`src/rtl/dec_scan_seq.sv`:
```
// dec_scan_seq: address scanner for a 4x16 decoder.
// A start request in IDLE steps the address 0..LAST, holding each value for
// DWELL cycles, then emits a one-cycle done pulse. hold freezes progress and
// stop aborts without a done pulse.
// Optional build macro DEC_SCAN_LOOP_EN: end of scan wraps to address 0 and
// keeps scanning, pulsing done alongside the wrapped address.
//
// state | meaning
// ------+---------------------------------------------------------
// IDLE  | decoder disabled, address 0, waiting for start
// SCAN  | decoder enabled, address held for DWELL cycles per step
// DONE  | one-cycle completion pulse, decoder disabled
module dec_scan_seq #(
    parameter int unsigned DWELL = 5,
    parameter int unsigned LAST  = 15
) (
    input  logic clk,
    input  logic rst,
    input  logic start,
    input  logic stop,
    input  logic hold,
    output logic a,
    output logic b,
    output logic c,
    output logic d,
    output logic en_n,
    output logic busy,
    output logic done
);

    localparam logic [1:0] IDLE = 2'd0;
    localparam logic [1:0] SCAN = 2'd1;
    localparam logic [1:0] DONE = 2'd2;

    localparam logic [7:0] DWELL_TC = 8'(DWELL - 1);
    localparam logic [3:0] LAST_A   = 4'(LAST);

    logic [1:0] state;
    logic [3:0] addr;
    logic [7:0] cnt;

    // addr is a register, so the decoder address lines are registered outputs
    assign {a, b, c, d} = addr;

    // Sequencer: state, address, dwell counter and registered status outputs
    always_ff @(posedge clk or posedge rst) begin
        if (rst) begin
            state <= IDLE;
            addr  <= 4'd0;
            cnt   <= 8'd0;
            en_n  <= 1'b1;
            busy  <= 1'b0;
            done  <= 1'b0;
        end else begin
            done <= 1'b0;
            case (state)
                IDLE: begin
                    // stop takes priority over a simultaneous start
                    if (start && !stop) begin
                        state <= SCAN;
                        addr  <= 4'd0;
                        cnt   <= 8'd0;
                        en_n  <= 1'b0;
                        busy  <= 1'b1;
                    end
                end
                SCAN: begin
                    if (stop) begin
                        // abort beats both hold and end-of-scan
                        state <= IDLE;
                        addr  <= 4'd0;
                        cnt   <= 8'd0;
                        en_n  <= 1'b1;
                        busy  <= 1'b0;
                    end else if (!hold) begin
                        if (cnt == DWELL_TC) begin
                            cnt <= 8'd0;
                            if (addr == LAST_A) begin
                                addr <= 4'd0;
                                done <= 1'b1;
`ifdef DEC_SCAN_LOOP_EN
                                // wrap and keep the decoder enabled
                                state <= SCAN;
`else
                                state <= DONE;
                                en_n  <= 1'b1;
                                busy  <= 1'b0;
`endif
                            end else begin
                                addr <= addr + 4'd1;
                            end
                        end else begin
                            cnt <= cnt + 8'd1;
                        end
                    end
                end
                DONE: begin
                    state <= IDLE;
                    addr  <= 4'd0;
                    cnt   <= 8'd0;
                    en_n  <= 1'b1;
                    busy  <= 1'b0;
                end
                default: begin
                    state <= IDLE;
                    addr  <= 4'd0;
                    cnt   <= 8'd0;
                    en_n  <= 1'b1;
                    busy  <= 1'b0;
                end
            endcase
        end
    end

endmodule

```
`config.mk`:
```
export PLATFORM = sky130hd
export DESIGN_NAME = dec_scan_seq
export DESIGN_NICKNAME = d
export VERILOG_FILES = /design/src/rtl/dec_scan_seq.sv
export SDC_FILE = /design/constraint.sdc
export NUM_CORES = 1
export LEC_CHECK = 0
export ABC_CLOCK_PERIOD_IN_PS = 4600
export CAP_MARGIN = 20
export CORE_MARGIN = 2
export CORE_UTILIZATION = 56
export DETAILED_ROUTE_END_ITERATION = 8
export GPL_ROUTABILITY_DRIVEN = 1
export PLACE_DENSITY = 0.92
export SLEW_MARGIN = 15
export SYNTH_ARGS = -nofsm -noshare
export SYNTH_HDL_FRONTEND = slang
export SYNTH_SLANG_ARGS = --single-unit
```
`constraint.sdc`:
```
create_clock -name clk -period 4.6 [get_ports clk]
set_clock_uncertainty 0.2 [all_clocks]
set_input_delay 0.69 -clock clk [delete_from_list [all_inputs] [get_ports clk]]
set_output_delay 0.69 -clock clk [all_outputs]
set_load 0.01 [all_outputs]
```
# == Word-level counts from Yosys, hierarchy flattened ==
# Cells that the tools add are included.
# word_totals
reg_bits,17
inputBits,5
output_inout_bits,7
elab_cells,55
# op_classes
add_sub_neg,2
eq_ne,7
muxes,34
n_reduce_logical,6
# op_table
op,n
two-way mux 8 bit,4
two-way mux 4 bit,5
one-hot mux 8 bit (2 select lines),1
two-way mux 1 bit,15
two-way mux 2 bit,5
inequality test 3 bit (second input constant),3
adder 8 x 1 -> 8 bit (second input constant),1
equality test 8 x 3 -> 1 bit (second input constant),1
one-hot mux 4 bit (2 select lines),1
adder 4 x 1 -> 4 bit (second input constant),1
equality test 4 bit (second input constant),1
one-hot mux 1 bit (2 select lines),2
one-hot mux 2 bit (2 select lines),1
AND reduction 4 bit,1
AND reduction 3 bit,1
equality test 2 x 1 -> 1 bit (second input constant),1
zero test 2 bit,1
inequality test 2 bit (second input constant),1
AND reduction 2 bit,1
logical AND 1 bit,1
zero test 1 bit,1

# == Depth between registers and ports, before layout ==
# depth
ltp_word,6
depth_mapped,6
depth_no_buf,6

# == Worst setup path before layout ==
# Ideal clock, no wire load.
# synth_timing
path_kind,in2reg
start,input port stop
end,register cnt[6]
setup_time_ns,0.077
arrival_ns,1.666
required_time_ns,4.323
path_slack_ns,2.657
stages,4
path_buffers,0
path_cell_list,nand2b_1 > a21o_1 > or4_1 > a21oi_1
# synth_between
elab_chain_cells,4
elab_cells_between_ends,7
cone_classes,eq/ne: 2; mux: 2; reduce/logical: 3
# synth_rtl
element,line,source
from (decl),20,"input logic stop,"
zero test 1 bit,59,if (start && !stop) begin
logical AND 1 bit,59,
inequality test 2 bit (no line),--,
AND reduction 2 bit (no line),--,
to (signal assigned),93,cnt <= cnt + 8'd1;
to (decl),40,logic [7:0] cnt;
# Several ways; a longest one is shown, not always the timed one.
# A chain may end at the register's enable or synchronous reset.

# == Worst setup path in the final report ==
# layout_timing
start,input port stop
end,register cnt[7]
# Same word-level chain as after synthesis.

==> impl_metrics.json <==
{
  "detailedPlacementHpwl_um": 1390,
  "ctsHtreeMaxLevel": 1,
  "die-area_mm2": 0.00192,
  "row_count": 14,
  "timing.setup.critical_path_class": "primary input to register",
  "synth-seq-area-share_pct": 45.2,
  "p_leak_nw": 0.421,
  "synth.net_count": 100,
  "numCtsBuffers": 3,
  "post-cts-setup-buffers": 0,
  "clk_pin_slew_worst_paths_ps": 100,
  "post_cts_hold_buffer_count": 0,
  "power.combinational.fraction_pct": 41.0,
  "power.density_cell_area_mw_per_mm2": 473,
  "final_core_util_pct": 70.3,
  "power_frac_clock_pct": 19.0,
  "yosys-top-cells-count": "dfrtp_1 (15), nand3_1 (9), nand2_1 (8)",
  "initial_utilization_pct": 59.7,
  "design.portCount": 12,
  "max_cap_violations": 0,
  "layout_setup_ws_ps": 2170,
  "outcome": "finished clean",
  "final_net_count": 114,
  "grt_max_degree": 17,
  "post_dp_cell_area_mm2": 0.00101,
  "synth_enable_flop_cells": 0,
  "power_switching_share_pct": 37.9,
  "synthesis.area_per_instance_um2": 9.66,
  "worst_pin_slew_ps": 599,
  "first_pass_grt_wire_length_um": 3040,
  "io_buffers": 11,
  "layout-drive-gt1-share_pct": 9.52,
  "track_usage_pct": 22.3,
  "syn_area_um2": 888,
  "final_max_slew_viol_count": 0,
  "antenna-diode-count": 0,
  "vdd.ir_drop.worst_uv": 229,
  "clk_latency_ps": 290,
  "synth_top_area_cell": "dfrtp_1",
  "synthDominantCellAreaShare_pct": 42.3,
  "cts_num_sinks": 16,
  "cts_buffer_depth": 2,
  "ys_async_sr_fraction_pct": 100,
  "route.detailed.drc": 0,
  "achievable-frequency_mhz": 411,
  "dieHeight_um": 43.8,
  "detailedRoute.firstPassIterationCount": 4,
  "pre_cts_ws_ps": 1940,
  "grt.overflow.total": 0,
  "total_switching_power_uw": 187,
  "gp_congestion": 0.845,
  "syn_to_final_growth_pct": 17.7,
  "detail-route-antenna-nets": 0,
  "worstSetupEndpointType": "register",
  "routed_length_per_placed_instance_um": 15.7,
  "antenna_violations_before_repair": 0,
  "area_contributors_post_synth": "dfrtp_1 (42%), o31ai_1 (5.9%), nand3_1 (5.1%), ha_1 (4.2%), a21oi_1 (3.4%)",
  "dr.first_iter.drc_count": 30,
  "post_cts.resized_instances": 0,
  "post-synth-top-count-cell": "dfrtp_1",
  "ys_types": 29,
  "core_mm2": 0.00149,
  "detail_route.wirelength_um": 1890,
  "power.sequential.fraction_pct": 40.0,
  "hold_ws_ps": 295,
  "worst_ep_arrival_time_ps": 2440,
  "cts.root.buffer_cell": "clkbuf_4",
  "number_of_synthesized_register_bits": 16,
  "worstSetupStartpointType": "primary input",
  "num_vias": 772,
  "slew_headroom_pct": 60.0,
  "setup_tns_ps": 0,
  "die_w_um": 43.8,
  "worstHoldPathType": "register to register",
  "number_of_global_route_vias_before_repair": 734,
  "ff2ff_setup_slack_ps": 2640,
  "cellInternalPower_uw": 308,
  "postSynth.topFlopCell": "dfrtp_1",
  "cts_tree": "yes",
  "vias_per_cell": 6.38,
  "worst-path-max-fanout": 14,
  "worst-endpoint-required_ps": 4600,
  "period_share_pct": 52.8,
  "timing.final.setup_violations": 0,
  "finalWorstPathRequiredPeriod_ps": 2430,
  "final_hold_viol_count": 0,
  "rsz_0062_raised_after_global_routing": "no",
  "yosysWarningCount": 0,
  "synth_cells": 92,
  "fin_area_mm2": 0.00105
}
[worst max-delay path: stages]
cell,delay (ps)
clkdlybuf4s50_1,470
nand2b_1,220
a21o_1,310
or4_1,540
a21oi_1,200
[metrics by stage]
stage          std cells  total power [mW]
6_report             121             0.495
3_3_place_gp         117             0.391
3_5_place_dp         117             0.399
4_1_cts              121             0.495
5_1_grt              121             0.526
2_1_floorplan         92             0.330
[kinds of logic (layout without fill, tap and decap cells)]
family          after synthesis  after routing  synth area share (%)
xor+xnor                      1              1                 0.986
buf+inv                       8             21                  3.52
flops                        16             16                  45.2
fa+ha+maj                     3              3                  4.23
compound gates               27             27                  21.0
simple gates                 37             37                  25.1
[worst paths after layout]
kind	from	to	cells after the start
max in group asynchronous	rst	cnt[4]$_DFFE_PP0P_	2
worst min register to register	en_n$_DFFE_PP1P_	en_n$_DFFE_PP1P_	2
worst min-delay path	en_n$_DFFE_PP1P_	en_n$_DFFE_PP1P_	2
worst max-delay path	stop	cnt[7]$_DFFE_PP0P_	5
worst max register to register	cnt[0]$_DFFE_PP0P_	addr[2]$_DFFE_PP0P_	6
min in group asynchronous	rst	cnt[5]$_DFFE_PP0P_	2
[power by group through the flow]
stage,logic [mW],clock network [mW],registers (mW)
2_1_floorplan,0.129,0,0.201
3_3_place_gp,0.194,0,0.198
3_5_place_dp,0.200,0,0.199
4_1_cts,0.202,0.0968,0.196
5_1_grt,0.223,0.102,0.201
6_report,0.203,0.0941,0.198
[per-layer routing]
layer  global-route usage, %  routed length, um  up-vias  part of all wire [%]
met5                       0                  0        -                     0
met4                    15.2                 55        0                   2.9
met2                    34.7                869       24                    46
met1                    28.8                881      371                    47
li1                        -                  -      370                     -
met3                    2.50                 87        7                   4.6
[cell usage in the layout (no fill, tap or decap), types with 2 or more instances in the layout]
cell type and instances:
or4_1 3, a31o_2 2, nor2_1 5, o21ai_0 5
inv_1 6, o31ai_1 7, nor4_1 3, ha_1 3
nand2b_1 3, nand2_1 8, clkbuf_4 3, dfrtp_1 15
a21oi_1 6, nand3_1 9, o21ai_1 2, clkdlybuf4s50_1 11
[state kept, by name (all words and copies together) (netlist names)]
| name | count |
|---|---|
| cnt | 8 |
| addr | 4 |
| busy | 1 |
| done | 1 |
| state | 1 |
| en_n | 1 |
[area by class of cell]
cell class                      instances  area, um^2
Fill cell                             105         443
Clock buffer                            4        36.3
Multi-Input combinational cell         68         455
Sequential cell                        16         402
Timing Repair Buffer                   11         110
Tap cell                               16        20.0
Inverter                                6        22.5
(Power assumes the default switching activity.)
